<file path="config.mk">
export PLATFORM = sky130hd
export DESIGN_NAME = fp_mult_sequencer
export DESIGN_NICKNAME = d
export VERILOG_FILES = /design/src/rtl/fp_pkg.sv /design/src/rtl/fp_mant_mult_serial.sv /design/src/rtl/fp_mult_sequencer.sv
export SDC_FILE = /design/constraint.sdc
export NUM_CORES = 1
export LEC_CHECK = 0
export BUFFER_PORTS_ARGS = -buffer_cell sky130_fd_sc_hd__buf_2
export CORE_ASPECT_RATIO = 1.5
export CORE_MARGIN = 2
export CORE_UTILIZATION = 56
export DETAILED_ROUTE_END_ITERATION = 12
export GPL_ROUTABILITY_DRIVEN = 0
export PLACE_DENSITY_LB_ADDON = 0.05
export SETUP_SLACK_MARGIN = 0.2
export SLEW_MARGIN = 20
export SYNTH_ARGS = -nofsm -noshare
export SYNTH_HDL_FRONTEND = slang
export SYNTH_SLANG_ARGS = --single-unit
</file>
<file path="constraint.sdc">
create_clock -name clk -period 4.48 [get_ports clk]
set_input_delay 0.896 -clock clk [delete_from_list [all_inputs] [get_ports clk]]
set_output_delay 0.896 -clock clk [all_outputs]
set_load 0.05 [all_outputs]
</file>
<file path="src/rtl/fp_pkg.sv">
// Shared types and constants for the IEEE-754 single-precision multiply sequencer.
// Latency: none (declarations only).
// Backpressure: not applicable.
package fp_pkg;

   localparam logic [31:0] QNAN    = 32'h7FC0_0000;
   localparam logic [31:0] POS_INF = 32'h7F80_0000;

   // Bit positions inside the 5-bit special-case flag word
   localparam int FLG_ZERO = 0;
   localparam int FLG_INF  = 1;
   localparam int FLG_NAN  = 2;
   localparam int FLG_OVF  = 3;
   localparam int FLG_UNF  = 4;

   typedef enum logic [2:0] {
      IDLE,
      CHECK,
      MULT,
      NORM,
      ROUND,
      DONE
   } state_t;

   function automatic logic is_nan(input logic [7:0] e, input logic [22:0] f);
      return (e == 8'hFF) && (f != 23'd0);
   endfunction

   function automatic logic is_inf(input logic [7:0] e, input logic [22:0] f);
      return (e == 8'hFF) && (f == 23'd0);
   endfunction

endpackage

</file>
<file path="src/rtl/fp_mant_mult_serial.sv">
// Serial shift-add significand multiplier, one multiplier bit per cycle.
// Latency: done pulses MANT_W cycles after the cycle start is sampled; prod valid with done.
// Backpressure: none; a start while running restarts the multiply.
module fp_mant_mult_serial #(
   parameter int MANT_W = 24
) (
   input  logic                  clk,
   input  logic                  reset,
   input  logic                  start,
   input  logic [MANT_W-1:0]     mant_a,
   input  logic [MANT_W-1:0]     mant_b,
   output logic [2*MANT_W-1:0]   prod,
   output logic                  done
);

   localparam int CW = $clog2(MANT_W);

   logic [MANT_W-1:0] ma_q;
   logic [MANT_W-1:0] mb_q;
   logic [CW-1:0]     cnt;
   logic              running;

   // Bit 0 is folded into the start cycle so the full product lands after MANT_W edges
   always_ff @(posedge clk) begin
      if (!reset) begin
         ma_q    <= '0;
         mb_q    <= '0;
         cnt     <= '0;
         running <= 1'b0;
         prod    <= '0;
         done    <= 1'b0;
      end else begin
         done <= 1'b0;
         if (start) begin
            ma_q    <= mant_a;
            mb_q    <= mant_b;
            prod    <= mant_b[0] ? {{MANT_W{1'b0}}, mant_a} : '0;
            cnt     <= CW'(1);
            running <= 1'b1;
         end else if (running) begin
            if (mb_q[cnt])
               prod <= prod + ({{MANT_W{1'b0}}, ma_q} << cnt);
            cnt <= cnt + CW'(1);
            if (cnt == CW'(MANT_W-1)) begin
               running <= 1'b0;
               done    <= 1'b1;
            end
         end
      end
   end

endmodule

</file>
<file path="src/rtl/fp_mult_sequencer.sv">
// IEEE-754 single multiply: captures operands on inputdata_ready rising edge, returns dataR + flags.
// Latency: done 2 cycles after start for special operands, 2+MANT_W+2 cycles otherwise.
// Backpressure: none; rising edges of inputdata_ready while busy are dropped.
module fp_mult_sequencer
   import fp_pkg::*;
#(
   parameter int          MANT_W   = 24,
   parameter int          EXP_BIAS = 127,
   parameter logic [31:0] QNAN     = fp_pkg::QNAN
) (
   input  logic        clk,
   input  logic        reset,
   input  logic        inputdata_ready,
   input  logic [31:0] dataA,
   input  logic [31:0] dataB,
   output logic [31:0] dataR,
   output logic [4:0]  casesspecialm,
   output logic        busy,
   output logic        done
);

   localparam int PW = 2*MANT_W;

   state_t state, next_state;

   logic              rdy_q;
   logic              start;
   logic              sign_q;
   logic [7:0]        ea_q, eb_q;
   logic [MANT_W-1:0] ma_q, mb_q;
   logic signed [9:0] exp_q;
   logic [MANT_W-1:0] mant_q;
   logic              guard_q, sticky_q;

   logic              mult_start, mult_done;
   logic [PW-1:0]     mult_prod;

   logic              spec_hit;
   logic [31:0]       spec_res;
   logic [4:0]        spec_flg;

   logic [PW-1:0]     p_adj;
   logic signed [9:0] norm_exp;

   logic [MANT_W:0]   rnd_sum;
   logic [MANT_W-1:0] rnd_mant;
   logic signed [9:0] rnd_exp;
   logic [31:0]       rnd_res;
   logic [4:0]        rnd_flg;

   assign start = inputdata_ready & ~rdy_q & (state == IDLE);

   fp_mant_mult_serial #(.MANT_W(MANT_W)) u_mant_mult (
      .clk    (clk),
      .reset  (reset),
      .start  (mult_start),
      .mant_a (ma_q),
      .mant_b (mb_q),
      .prod   (mult_prod),
      .done   (mult_done)
   );

   // State register
   always_ff @(posedge clk) begin
      if (!reset) state <= IDLE;
      else        state <= next_state;
   end

   // Next-state decode, multiplier kick-off and status outputs
   always_comb begin
      next_state = state;
      mult_start = 1'b0;
      busy       = (state != IDLE);
      done       = (state == DONE);
      case (state)
         IDLE:  if (start) next_state = CHECK;
         CHECK: begin
            if (spec_hit) begin
               next_state = DONE;
            end else begin
               mult_start = 1'b1;
               next_state = MULT;
            end
         end
         MULT:  if (mult_done) next_state = NORM;
         NORM:  next_state = ROUND;
         ROUND: next_state = DONE;
         DONE:  next_state = IDLE;
         default: next_state = IDLE;
      endcase
   end

   // Special-operand classification in priority order: NaN / inf*0, inf, zero or denormal
   always_comb begin
      logic nan_a, nan_b, inf_a, inf_b, zer_a, zer_b;
      nan_a    = is_nan(ea_q, ma_q[22:0]);
      nan_b    = is_nan(eb_q, mb_q[22:0]);
      inf_a    = is_inf(ea_q, ma_q[22:0]);
      inf_b    = is_inf(eb_q, mb_q[22:0]);
      zer_a    = (ea_q == 8'd0);
      zer_b    = (eb_q == 8'd0);
      spec_hit = 1'b1;
      spec_res = '0;
      spec_flg = '0;
      if (nan_a || nan_b || (inf_a && zer_b) || (inf_b && zer_a)) begin
         spec_res          = QNAN;
         spec_flg[FLG_NAN] = 1'b1;
      end else if (inf_a || inf_b) begin
         spec_res           = {sign_q, POS_INF[30:0]};
         spec_flg[FLG_INF]  = 1'b1;
      end else if (zer_a || zer_b) begin
         spec_res           = {sign_q, 31'd0};
         spec_flg[FLG_ZERO] = 1'b1;
      end else begin
         spec_hit = 1'b0;
      end
   end

   // Normalise the raw product to 1.xxx, folding the dropped bit into sticky
   always_comb begin
      p_adj    = mult_prod;
      norm_exp = exp_q;
      if (mult_prod[PW-1]) begin
         p_adj    = {1'b0, mult_prod[PW-1:1]};
         p_adj[0] = mult_prod[1] | mult_prod[0];
         norm_exp = exp_q + 10'sd1;
      end
   end

   // Round to nearest even, renormalise on carry-out, then clamp to inf or flush to zero
   always_comb begin
      rnd_sum  = {1'b0, mant_q} + {{MANT_W{1'b0}}, guard_q & (sticky_q | mant_q[0])};
      rnd_mant = rnd_sum[MANT_W-1:0];
      rnd_exp  = exp_q;
      if (rnd_sum[MANT_W]) begin
         rnd_mant = rnd_sum[MANT_W:1];
         rnd_exp  = exp_q + 10'sd1;
      end
      rnd_flg = '0;
      if (rnd_exp >= 10'sd255) begin
         rnd_res          = {sign_q, POS_INF[30:0]};
         rnd_flg[FLG_OVF] = 1'b1;
         rnd_flg[FLG_INF] = 1'b1;
      end else if (rnd_exp <= 10'sd0) begin
         rnd_res           = {sign_q, 31'd0};
         rnd_flg[FLG_UNF]  = 1'b1;
         rnd_flg[FLG_ZERO] = 1'b1;
      end else begin
         rnd_res = {sign_q, rnd_exp[7:0], rnd_mant[22:0]};
      end
   end

   // Operand capture, exponent/mantissa pipeline and result registers (updated only entering DONE)
   always_ff @(posedge clk) begin
      if (!reset) begin
         rdy_q         <= 1'b0;
         sign_q        <= 1'b0;
         ea_q          <= '0;
         eb_q          <= '0;
         ma_q          <= '0;
         mb_q          <= '0;
         exp_q         <= '0;
         mant_q        <= '0;
         guard_q       <= 1'b0;
         sticky_q      <= 1'b0;
         dataR         <= '0;
         casesspecialm <= '0;
      end else begin
         rdy_q <= inputdata_ready;
         case (state)
            IDLE: begin
               if (start) begin
                  sign_q <= dataA[31] ^ dataB[31];
                  ea_q   <= dataA[30:23];
                  eb_q   <= dataB[30:23];
                  ma_q   <= {|dataA[30:23], dataA[22:0]};
                  mb_q   <= {|dataB[30:23], dataB[22:0]};
               end
            end
            CHECK: begin
               exp_q <= {2'b00, ea_q} + {2'b00, eb_q} - 10'(EXP_BIAS);
               if (spec_hit) begin
                  dataR         <= spec_res;
                  casesspecialm <= spec_flg;
               end
            end
            NORM: begin
               mant_q   <= p_adj[PW-2 -: MANT_W];
               guard_q  <= p_adj[MANT_W-2];
               sticky_q <= |p_adj[MANT_W-3:0];
               exp_q    <= norm_exp;
            end
            ROUND: begin
               dataR         <= rnd_res;
               casesspecialm <= rnd_flg;
            end
            default: ;
         endcase
      end
   end

endmodule

</file>
; ---- After elaboration in Yosys (flattened, before gate mapping)
; Index checks and enable logic that the tools add are counted.
[word_totals]
output_inout_bits = 39
regBits = 245
in_bits = 67
[op_classes]
shift = 1
n_reduce_logical = 33
add_sub_neg = 6
n_bitwise = 9
n_lt_le_gt_ge = 3
muxes = 42
eq_ne = 12
[op_table]
columns = op, n
row1 = $mux 48, 3
row2 = $mux 32, 4
row3 = $pmux 32 s2, 1
row4 = $mux 31, 2
row5 = $add 48x48->48, 1
row6 = $shl 24x5->48, 1
row7 = $mux 47, 1
row8 = $logic_not 23->1, 2
row9 = $reduce_bool 23->1, 2
row10 = $add 24x1->25, 1
row11 = $mux 24, 1
row12 = $mux 23, 1
row13 = $reduce_or 22->1, 1
row14 = $mux 10, 2
row15 = $pmux 10 s2, 1
row16 = $mux 1, 18
row17 = $eq 8x8->1 const B, 2
row18 = $logic_not 8->1, 2
row19 = $reduce_or 8->1, 2
row20 = $pmux 3 s5, 1
row21 = $add 10x2->10 const B, 1
row22 = $ge 10x9->1 const B, 1
row23 = $le 10x1->1 const B, 1
row24 = $pmux 5 s2, 1
row25 = other kinds (26), 53

; ---- Depth between registers and ports, before layout
; Gate-level depths: netlist (run 1).
[logic_depth]
ltp_word = 10
depth_mapped = 24
mapped_depth_nobuf = 21

; ---- By module
; A second synthesis (run 1) with hierarchy kept.
[unflattened]
hier_cells = 1914
hier_area_um2 = 15237.1
[by_module_without_submodules]
columns = module, instances, seq_area_each_um2, area_per_inst_um2, cells_each
row1 = fp_mant_mult_serial, 1, 2062.0, 7925.1, 1014
row2 = fp_mult_sequencer, 1, 2842.7, 7312.0, 900

; ---- Least setup slack after synthesis (run 1)
; OpenSTA, ideal clock, no wires.
[synth_path]
kind = register to register
startpoint = reg u_mant_mult.cnt[0]
endpoint = reg u_mant_mult.prod[46]
stages_incl_launch_ff = 19
required_time_ps = 4352
synth_period_minus_slack_ps = 4756
path_buffers = 3
setup_slack_ps = -276
setup_time_ps = 128
t_arrival_ps = 4628
path_cell_list = dfxtp_1 buf_2 clkbuf_1 clkbuf_1 mux2i_1 or3_1 or2_2 fa_1 nor2b_1 o31a_1 o21ai_0 a211o_1 a31o_2 o21a_1 o21ai_0 a21oi_1 o21ai_0 xnor2_1 o21ai_0
[synth_via]
elab_chain_len = 5
elab_cells_between_ends = 9
cone_classes = 1 x add/sub / 1 x shift / 5 x mux / 2 x reduce/logical
[synth_lines]
columns = element, line_no
row1 = "start, declared", fp_mant_mult_serial.sv:20  ; logic [CW-1:0] cnt;
row2 = "start signal, assigned", fp_mant_mult_serial.sv:43  ; cnt <= cnt + CW'(1);
row3 = $shl 24x5->48, fp_mant_mult_serial.sv:42  ; prod <= prod + ({{MANT_W{1'b0}}, ma_q} << cnt);
row4 = $add 48x48->48, fp_mant_mult_serial.sv:42
row5 = $mux 48, fp_mant_mult_serial.sv:41  ; if (mb_q[cnt])
row6 = $mux 48, fp_mant_mult_serial.sv:40  ; end else if (running) begin
row7 = $mux 48, fp_mant_mult_serial.sv:34  ; if (start) begin
row8 = "end signal, assigned", fp_mant_mult_serial.sv:37  ; prod <= mant_b[0] ? {{MANT_W{1'b0}}, mant_a} : '0;
row9 = "end signal, assigned", fp_mant_mult_serial.sv:42
row10 = "end, declared", fp_mant_mult_serial.sv:12  ; output logic [2*MANT_W-1:0] prod,
; Several ways; a longest one is shown, not always the timed one. The select of a mux whose other input is x is not followed.
; A chain may end at the register's enable or synchronous reset.

; ---- Final worst setup path (run 1)
[layout_path]
startpoint = reg u_mant_mult.cnt[0]
endpoint = reg u_mant_mult.prod[44]
; Same word-level chain as after synthesis.

==> results.cfg, run 1 <==
[finish]
antenna-diode-count = 0
num-nets-final = 2138
nFillCells = 2444
final_cell_area_um2 = 17200
drive_above_1_share = 0.149
syn_to_final_growth_pct = 13.9

[timing]
skew_ps = 12.6
worst_slew_margin_rel = 0.298
setup_repair_after_global_routing_missed_its_margin = true
totalNegativeSetupSlack_ps = 0
post_route_minimum_period_ps = 4210
post-route-worst-setup-slack_ps = 273
final_hold_viol_count = 0
report.final.setup_viol = 0
worst_slew_pin_slew_ps = 1050
maxClockFrequency_mhz = 238
timing_max_transition_violations_final = 0
layout_worst_path_cycle_share = 0.939

[placement]
placed_cell_area_um2 = 16100
portBuffers = 105
place_worst_setup_slack_ps = 197
dp.final_hpwl_mm = 31.8

[synthesis]
synth.yosys.seq_area_share = 0.325
synthesized_cell_area_um2 = 15100
yosysTopAreaCell = sky130_fd_sc_hd__dfxtp_1
number_of_enable_flip_flop_cells_after_synthesis = 0
synthFlopType = sky130_fd_sc_hd__dfxtp_1
synth_nets = 2062
netlist_top_cells_area = sky130_fd_sc_hd__dfxtp_1 (33%), sky130_fd_sc_hd__nand2_1 (10%), sky130_fd_sc_hd__a21boi_0 (5.7%), sky130_fd_sc_hd__ha_1 (5.5%), sky130_fd_sc_hd__mux2i_1 (4.4%)
post_synth.cell_area_avg_um2 = 7.83
yosysMostFrequentCell = sky130_fd_sc_hd__nand2_1
synth-warning-count = 0
yosys.cell_types.count = 75
synth_seq_cells = 245
synth_cells = 1927
post_synth_most_frequent_cells = sky130_fd_sc_hd__nand2_1 (404), sky130_fd_sc_hd__dfxtp_1 (245), sky130_fd_sc_hd__a21oi_1 (129), sky130_fd_sc_hd__nor2_1 (129), sky130_fd_sc_hd__o21ai_0 (118)
ys_async_sr_fraction = 0
yosysTopAreaCellShare = 0.325

[floorplan]
core_area_um2 = 26500
die_w_um = 138
start_util = 0.570
floorplan.io_pins = 106
floorplan.rows = 73
dieHeight_um = 205
dieArea_um2 = 28300

[critical_path]
timing.critical_path.fanout_max = 5
ff_to_ff_start = u_mant_mult.cnt[0]
worstSetupPathType = flop to flop
timing.critical_path.from_type = flop
required_ps = 4880
origin_of_the_worst_setup_path = u_mant_mult.cnt[0]
critical_path_end_type = flop
critical_path_arrival_ps = 4610

[cts]
clock-sinks = 245
max-clock-path-buffers = 3
path_clk_slew_ps = 70
clock_tree_from_tritoncts = done
clock_latency_ps = 540
cts.htree.levels = 1
cts.root.buffer_cell = sky130_fd_sc_hd__clkbuf_16
cts_made_buffers = 25

[grt]
first_pass_grt_wire_length_mm = 68.0
overflow = 0
first_global_vias = 13590
grt_util_all_layers = 0.291
initial_antenna_violation_count = 0
grt_start_max_net_pins = 135

[run_status]
outcome = finished clean

[worst_hold_path]
hold_path_startpoint = dataR[1]
worst_hold_path_type = flop to flop

[route]
detailedRoute.firstIterationViolations = 794
detailroute.via_count = 14080
antenna_left = 0
detailed_route_wl_mm = 42.3
detail_route.vias_per_cell = 5.97
number_of_iterations_in_the_first_detailed_routing_pass = 5
drc_violations_left = 0
post_drt_wl_per_cell_um = 17.9

[flow_run]
max_cap_viol_count = 0

[power]
total_power_mw = 5.82
ir_worst_vdd_v = 0.000314
leakagePower_nw = 7.05
cellPowerDensity_nw_per_um2 = 339
[per-stage QoR]
step	hold slack, ps	std cells	util
after floorplan	440	1927	-
after global placement	430	2306	0.607
after detailed placement	436	2306	0.607
after CTS	450	2350	0.638
after global routing	474	2357	0.649
final	446	2357	0.649
[cell usage in the layout (no fill, tap or decap), types with 7 or more instances in the layout]
master	synthesis	routed
sky130_fd_sc_hd__xnor2_1	44	44
sky130_fd_sc_hd__a31oi_1	12	10
sky130_fd_sc_hd__and2_1	25	25
sky130_fd_sc_hd__buf_2	7	104
sky130_fd_sc_hd__nand2b_1	11	11
sky130_fd_sc_hd__nand2_1	404	402
sky130_fd_sc_hd__inv_1	29	29
sky130_fd_sc_hd__o211a_1	29	29
sky130_fd_sc_hd__nand3_1	52	52
sky130_fd_sc_hd__nor2_1	129	124
sky130_fd_sc_hd__o21ai_0	118	107
sky130_fd_sc_hd__ha_1	66	63
sky130_fd_sc_hd__a22o_1	11	11
sky130_fd_sc_hd__mux4_2	16	16
sky130_fd_sc_hd__a21o_1	27	27
sky130_fd_sc_hd__a21oi_2	1	7
sky130_fd_sc_hd__buf_4	0	59
sky130_fd_sc_hd__o31ai_1	9	9
sky130_fd_sc_hd__mux2i_1	67	60
sky130_fd_sc_hd__clkbuf_16	0	27
sky130_fd_sc_hd__mux2_2	15	14
sky130_fd_sc_hd__nor3_1	19	17
sky130_fd_sc_hd__a21oi_1	129	123
sky130_fd_sc_hd__nand4_1	18	18
sky130_fd_sc_hd__nor4_1	26	25
sky130_fd_sc_hd__o21bai_1	7	7
sky130_fd_sc_hd__o22ai_1	14	13
sky130_fd_sc_hd__nor2b_1	16	15
sky130_fd_sc_hd__dfxtp_1	245	242
sky130_fd_sc_hd__and3_1	21	19
sky130_fd_sc_hd__o21a_1	10	10
sky130_fd_sc_hd__xor2_1	37	37
sky130_fd_sc_hd__o21ai_1	4	13
sky130_fd_sc_hd__a21boi_0	115	115
[report_power, final]
group	internal (mW)	switching, mW
combinational	0.465	0.725
clock	1.24	0.872
sequential	2.32	0.203
total	4.02	1.80
[worst max-delay path, cell delays in order, from the launching register on]
cell and delay [ps]:
sky130_fd_sc_hd__dfxtp_4 410, sky130_fd_sc_hd__buf_12 140, sky130_fd_sc_hd__mux4_2 570, sky130_fd_sc_hd__mux2i_2 210
sky130_fd_sc_hd__nor2_1 90, sky130_fd_sc_hd__a31oi_2 220, sky130_fd_sc_hd__buf_4 150, sky130_fd_sc_hd__mux2i_1 130
sky130_fd_sc_hd__ha_2 230, sky130_fd_sc_hd__a21o_1 170, sky130_fd_sc_hd__o21bai_1 180, sky130_fd_sc_hd__a311oi_2 330
sky130_fd_sc_hd__nor2_1 100, sky130_fd_sc_hd__a211oi_2 230, sky130_fd_sc_hd__o41ai_2 100, sky130_fd_sc_hd__buf_4 160
sky130_fd_sc_hd__a41o_1 250, sky130_fd_sc_hd__a21oi_2 140, sky130_fd_sc_hd__xor2_1 160, sky130_fd_sc_hd__o21ai_0 80
[routing by layer]
layer  vias to the layer above  GRT usage  part of all wire  wire [um]
li1                       6960          -                 -          -
met1                      6533      0.313              0.38      16200
met2                       434      0.550              0.51      21700
met3                       153     0.0304             0.041       1750
met4                         0      0.167             0.063       2680
met5                         -          0                 0          0
[worst paths after layout]
| kind | endpoint | slack (ps) | depth (start not counted) |
|---|---|---|---|
| hold / removal | dataR[1] | 450 | 2 |
| hold reg to reg | dataR[1] | 450 | 2 |
| setup / recovery | u_mant_mult.prod[44] | 270 | 19 |
| setup reg to reg | u_mant_mult.prod[44] | 270 | 19 |
[logic make-up after synthesis]
logic type               count (synthesis)  share of synthesized area
AO/OA/AOI/OAI                          532                      0.230
XOR/XNOR                                81                     0.0470
adder cells (fa/ha/maj)                 68                     0.0574
buffers and inverters                  152                     0.0384
flip-flops                             245                      0.325
multiplexers                            98                     0.0795
AND/OR/NAND/NOR                        751                      0.223
[flip-flops by register name (all words and copies together), names as in the netlist]
register             flops
sign_q                   1
mb_q                    24
dataR                   32
state                    3
ma_q                    24
eb_q                     8
u_mant_mult.done         1
u_mant_mult.cnt          5
casesspecialm            5
exp_q                   10
sticky_q                 1
u_mant_mult.ma_q        24
u_mant_mult.running      1
guard_q                  1
u_mant_mult.prod        48
ea_q                     8
mant_q                  24
rdy_q                    1
u_mant_mult.mb_q        24
[final cells by class]
cell class              count  area (um2)  area share
multi-input cells        1530        9830       0.572
flip-flops and latches    245        4910       0.286
repair buffers            169        1080      0.0631
clock buffers              37         731      0.0425
well taps                 337         422      0.0245
inverters                  32         124     0.00721
clock inverters             7        92.6     0.00539
[repair_timing]
action	4_1_cts	5_1_grt
setup endpoints to repair	2	23
endpoints found under the hold margin	0	0
pin swaps	0	10
hold buffers	0	0
setup buffers	0	5
cloned	0	2
gates resized for setup	1	53
(Power assumes the default switching activity.)
==> run 2: changes to the inputs <==
- SYNTH_HIERARCHICAL: not set -> 1
==> run 2 against run 1 <==
  * Clock skew down 2.0 ps
  * Final cell count shrank 0.47%
  * Worst setup slack better by 61 ps
  * Critical endpoint is now u_mant_mult/prod[30]
  * Global-route usage up 2.6 points
  * Clock power hardly changed
  * Synthesized cell count shrank 0.67%
  * Flip-flop and latch count is the same
  * Largest cell class unchanged
  * Final area increased by 0.90%
  * Maximum frequency increased by 1.5%
  * Total power rose by 5.5%
==> results.cfg, run 2 <==
[timing]
setup_repair_after_global_routing_missed_its_margin = false
skew_ps = 10.7
timing_max_transition_violations_final = 0
post_route_minimum_period_ps = 4150
worst_slew_margin_rel = 0.284
report.final.setup_viol = 0
worst_slew_pin_slew_ps = 1060
layout_worst_path_cycle_share = 0.925
hold-worst-slack_ps = 442
maxClockFrequency_mhz = 241
final_hold_viol_count = 0
totalNegativeSetupSlack_ps = 0

[run_status]
outcome = finished clean

[critical_path]
worstSetupPathType = flop to flop
path_delay_family = compound AO/OA/AOI/OAI gates
path_cells = buf_12, mux2_2, nor2_1, a21oi_2, mux2i_1, buf_4, mux2_2, o32ai_1, ha_2, a21oi_1, o21ai_0, a211oi_1, o21ai_1, nor3_1, o21ai_0, xnor2_1, nor2_1, a21oi_1, nor2_1
timing.critical_path.mode_cell = sky130_fd_sc_hd__nor2_1
critical_path_arrival_ps = 4590
crit_buf_inv = 2
worst_path_largest_cell_delay_ps = 400
required_ps = 4930
worst-path-stages = 19
reg2regPathDepth = 19
critical_path_end_type = flop
timing.critical_path.from_type = flop
reg2reg_slack_ps = 330
timing.critical_path.fanout_max = 12
critical_path.slowest_cell = sky130_fd_sc_hd__ha_2

[finish]
num-nets-final = 2127
syn_to_final_growth_pct = 13.8
largest_reg_flops = 48
drive_above_1_share = 0.169
layout.cells.most_common_list = sky130_fd_sc_hd__nand2_1 (276), sky130_fd_sc_hd__dfxtp_1 (244), sky130_fd_sc_hd__nor2_1 (192)
final_common_cell = sky130_fd_sc_hd__nand2_1
regMostFlops = u_mant_mult/prod
antenna-diode-count = 0
layout_top_registers = u_mant_mult/prod: 48 flops, dataR: 32 flops

[route]
post_drt_wl_per_cell_um = 19.9
number_of_iterations_in_the_first_detailed_routing_pass = 6
antenna_left = 0
detailedRoute.firstIterationViolations = 1045
drc_violations_left = 0
detail_route.vias_per_cell = 6.24
detailroute.via_count = 14632
detailed_route_wl_mm = 46.8

[cts]
cts_hold_buffers = 0
clock_tree_from_tritoncts = done
clock_latency_ps = 560
cts.htree.levels = 1
path_clk_slew_ps = 60
clock-sinks = 245
cts_made_buffers = 25
max-clock-path-buffers = 3
cts.root.buffer_cell = sky130_fd_sc_hd__clkbuf_16

[floorplan]
core_area_um2 = 27000
dieArea_um2 = 28600
floorplan.io_pins = 106
die_w_um = 139
floorplan.rows = 74
start_util = 0.564
dieHeight_um = 206

[synthesis]
number_of_enable_flip_flop_cells_after_synthesis = 0
yosysTopAreaCell = sky130_fd_sc_hd__dfxtp_1
synth.yosys.seq_area_share = 0.322
synth_cells = 1914
ys_async_sr_fraction = 0
yosysMostFrequentCell = sky130_fd_sc_hd__nand2_1
synth_seq_cells = 245
synthesized_cell_area_um2 = 15200
yosysTopAreaCellShare = 0.322
yosys.cell_types.count = 87
post_synth_most_frequent_cells = sky130_fd_sc_hd__nand2_1 (277), sky130_fd_sc_hd__dfxtp_1 (245), sky130_fd_sc_hd__nor2_1 (195)
synth-warning-count = 6
synthFlopType = sky130_fd_sc_hd__dfxtp_1
post_synth.cell_area_avg_um2 = 7.96
synth_nets = 2049
netlist_top_cells_area = sky130_fd_sc_hd__dfxtp_1 (32%), sky130_fd_sc_hd__nand2_1 (6.8%), sky130_fd_sc_hd__mux2i_1 (6.6%), sky130_fd_sc_hd__a21oi_1 (5.9%), sky130_fd_sc_hd__ha_1 (5.4%)

[power]
pwr-share-seq = 0.418
p_int_mw = 4.09
ir_worst_vdd_v = 0.000428
leakagePower_nw = 6.68
power_switching_mw = 2.05
pwr-share-comb = 0.242
swShare = 0.334
cellPowerDensity_nw_per_um2 = 354
power.clock.fraction = 0.340
total_power_mw = 6.15

[placement]
portBuffers = 105
dp.final_hpwl_mm = 35.3

[worst_hold_path]
worst_hold_path_type = flop to flop
cell_depth_of_the_worst_min_delay_path = 2

[grt]
overflow = 0
grt_util_all_layers = 0.316
initial_antenna_violation_count = 0
first_global_vias = 14169
first_pass_grt_wire_length_mm = 73.8
grt_start_max_net_pins = 97

[flow_run]
max_cap_viol_count = 0
## run 2: cell types whose count changed after synthesis, moves of 13 or more
| cell | delta |
|---|---|
| sky130_fd_sc_hd__nand2_1 | -127 |
| sky130_fd_sc_hd__a21boi_0 | -115 |
| sky130_fd_sc_hd__nor2_1 | +66 |
| sky130_fd_sc_hd__a21oi_1 | +51 |
| sky130_fd_sc_hd__mux2i_1 | +34 |
| sky130_fd_sc_hd__a211oi_1 | +33 |
| sky130_fd_sc_hd__o211a_1 | -29 |
| sky130_fd_sc_hd__o21ai_0 | -26 |
| sky130_fd_sc_hd__nand4_1 | +21 |
| sky130_fd_sc_hd__a22oi_1 | +16 |
| sky130_fd_sc_hd__and2_1 | -16 |
| sky130_fd_sc_hd__o21ai_1 | +13 |
## run 2: metal layers
layer | vias to the layer above | track usage | part of all wire
li1 | 7077 | - | -
met1 | 6780 | 0.333 | 0.37
met2 | 582 | 0.598 | 0.51
met3 | 193 | 0.0341 | 0.046
met4 | 0 | 0.206 | 0.071
met5 | - | 0 | 0
## run 2: timing repair
action | CTS | global route
cloned | 0 | 1
endpoints found under the hold margin | 0 | 0
setup buffers | 0 | 3
setup endpoints to repair | 1 | 26
pin swaps | 0 | 9
resized for setup | 2 | 71
## run 2: cell families (layout without fill, tap and decap cells)
| family | Yosys count | after routing | share of synthesized area |
|---|---|---|---|
| flops | 245 | 245 | 0.322 |
| buf+inv | 167 | 257 | 0.0457 |
| compound gates | 519 | 519 | 0.218 |
| xor+xnor | 80 | 80 | 0.0460 |
| simple gates | 706 | 706 | 0.213 |
| mux | 129 | 129 | 0.0981 |
| fa+ha+maj | 68 | 68 | 0.0568 |
## run 2: power by group through the flow
stage | sequential (mW) | clock (mW) | combinational, mW
after floorplan | 2.54 | 0 | 1.05
after global placement | 2.60 | 0 | 1.41
after detailed placement | 2.61 | 0 | 1.43
after CTS | 2.56 | 2.11 | 1.44
after global routing | 2.59 | 2.19 | 1.62
final | 2.57 | 2.09 | 1.49
## run 2: worst paths after layout
path | startpoint | to
worst max-delay path | u_mant_mult/cnt[0] | u_mant_mult/prod[30]
worst min-delay path | dataR[11] | dataR[11]
worst max register to register | u_mant_mult/cnt[0] | u_mant_mult/prod[30]
worst min register to register | dataR[11] | dataR[11]
## run 2: per-stage QoR
stage,cells,util,cell area [um2],worst slack (ps)
final,2346,0.642,17300,334
after global routing,2346,0.642,17300,154
after CTS,2341,0.630,17000,221
after detailed placement,2302,0.600,16200,215
after global placement,2302,0.600,16200,244
after floorplan,1914,-,15200,241
## run 2: final cells by class
cell class / instances / area [um2]
clock buffers: 33 / 686
clock inverters: 6 / 100
fillers: 2371 / 9690
inverters: 36 / 136
multi-input cells: 1502 / 9920
flip-flops and latches: 245 / 4910
well taps: 342 / 428
repair buffers: 182 / 1160
## run 2: worst register-to-register path, cell delays in order, from the launching register on
cell and delay [ps]:
sky130_fd_sc_hd__dfxtp_4 370, sky130_fd_sc_hd__buf_12 150, sky130_fd_sc_hd__mux2_2 240, sky130_fd_sc_hd__nor2_1 50
sky130_fd_sc_hd__a21oi_2 150, sky130_fd_sc_hd__mux2i_1 130, sky130_fd_sc_hd__buf_4 150, sky130_fd_sc_hd__mux2_2 280
sky130_fd_sc_hd__o32ai_1 220, sky130_fd_sc_hd__ha_2 400, sky130_fd_sc_hd__a21oi_1 230, sky130_fd_sc_hd__o21ai_0 130
sky130_fd_sc_hd__a211oi_1 290, sky130_fd_sc_hd__o21ai_1 150, sky130_fd_sc_hd__nor3_1 360, sky130_fd_sc_hd__o21ai_0 200
sky130_fd_sc_hd__xnor2_1 310, sky130_fd_sc_hd__nor2_1 70, sky130_fd_sc_hd__a21oi_1 120, sky130_fd_sc_hd__nor2_1 50
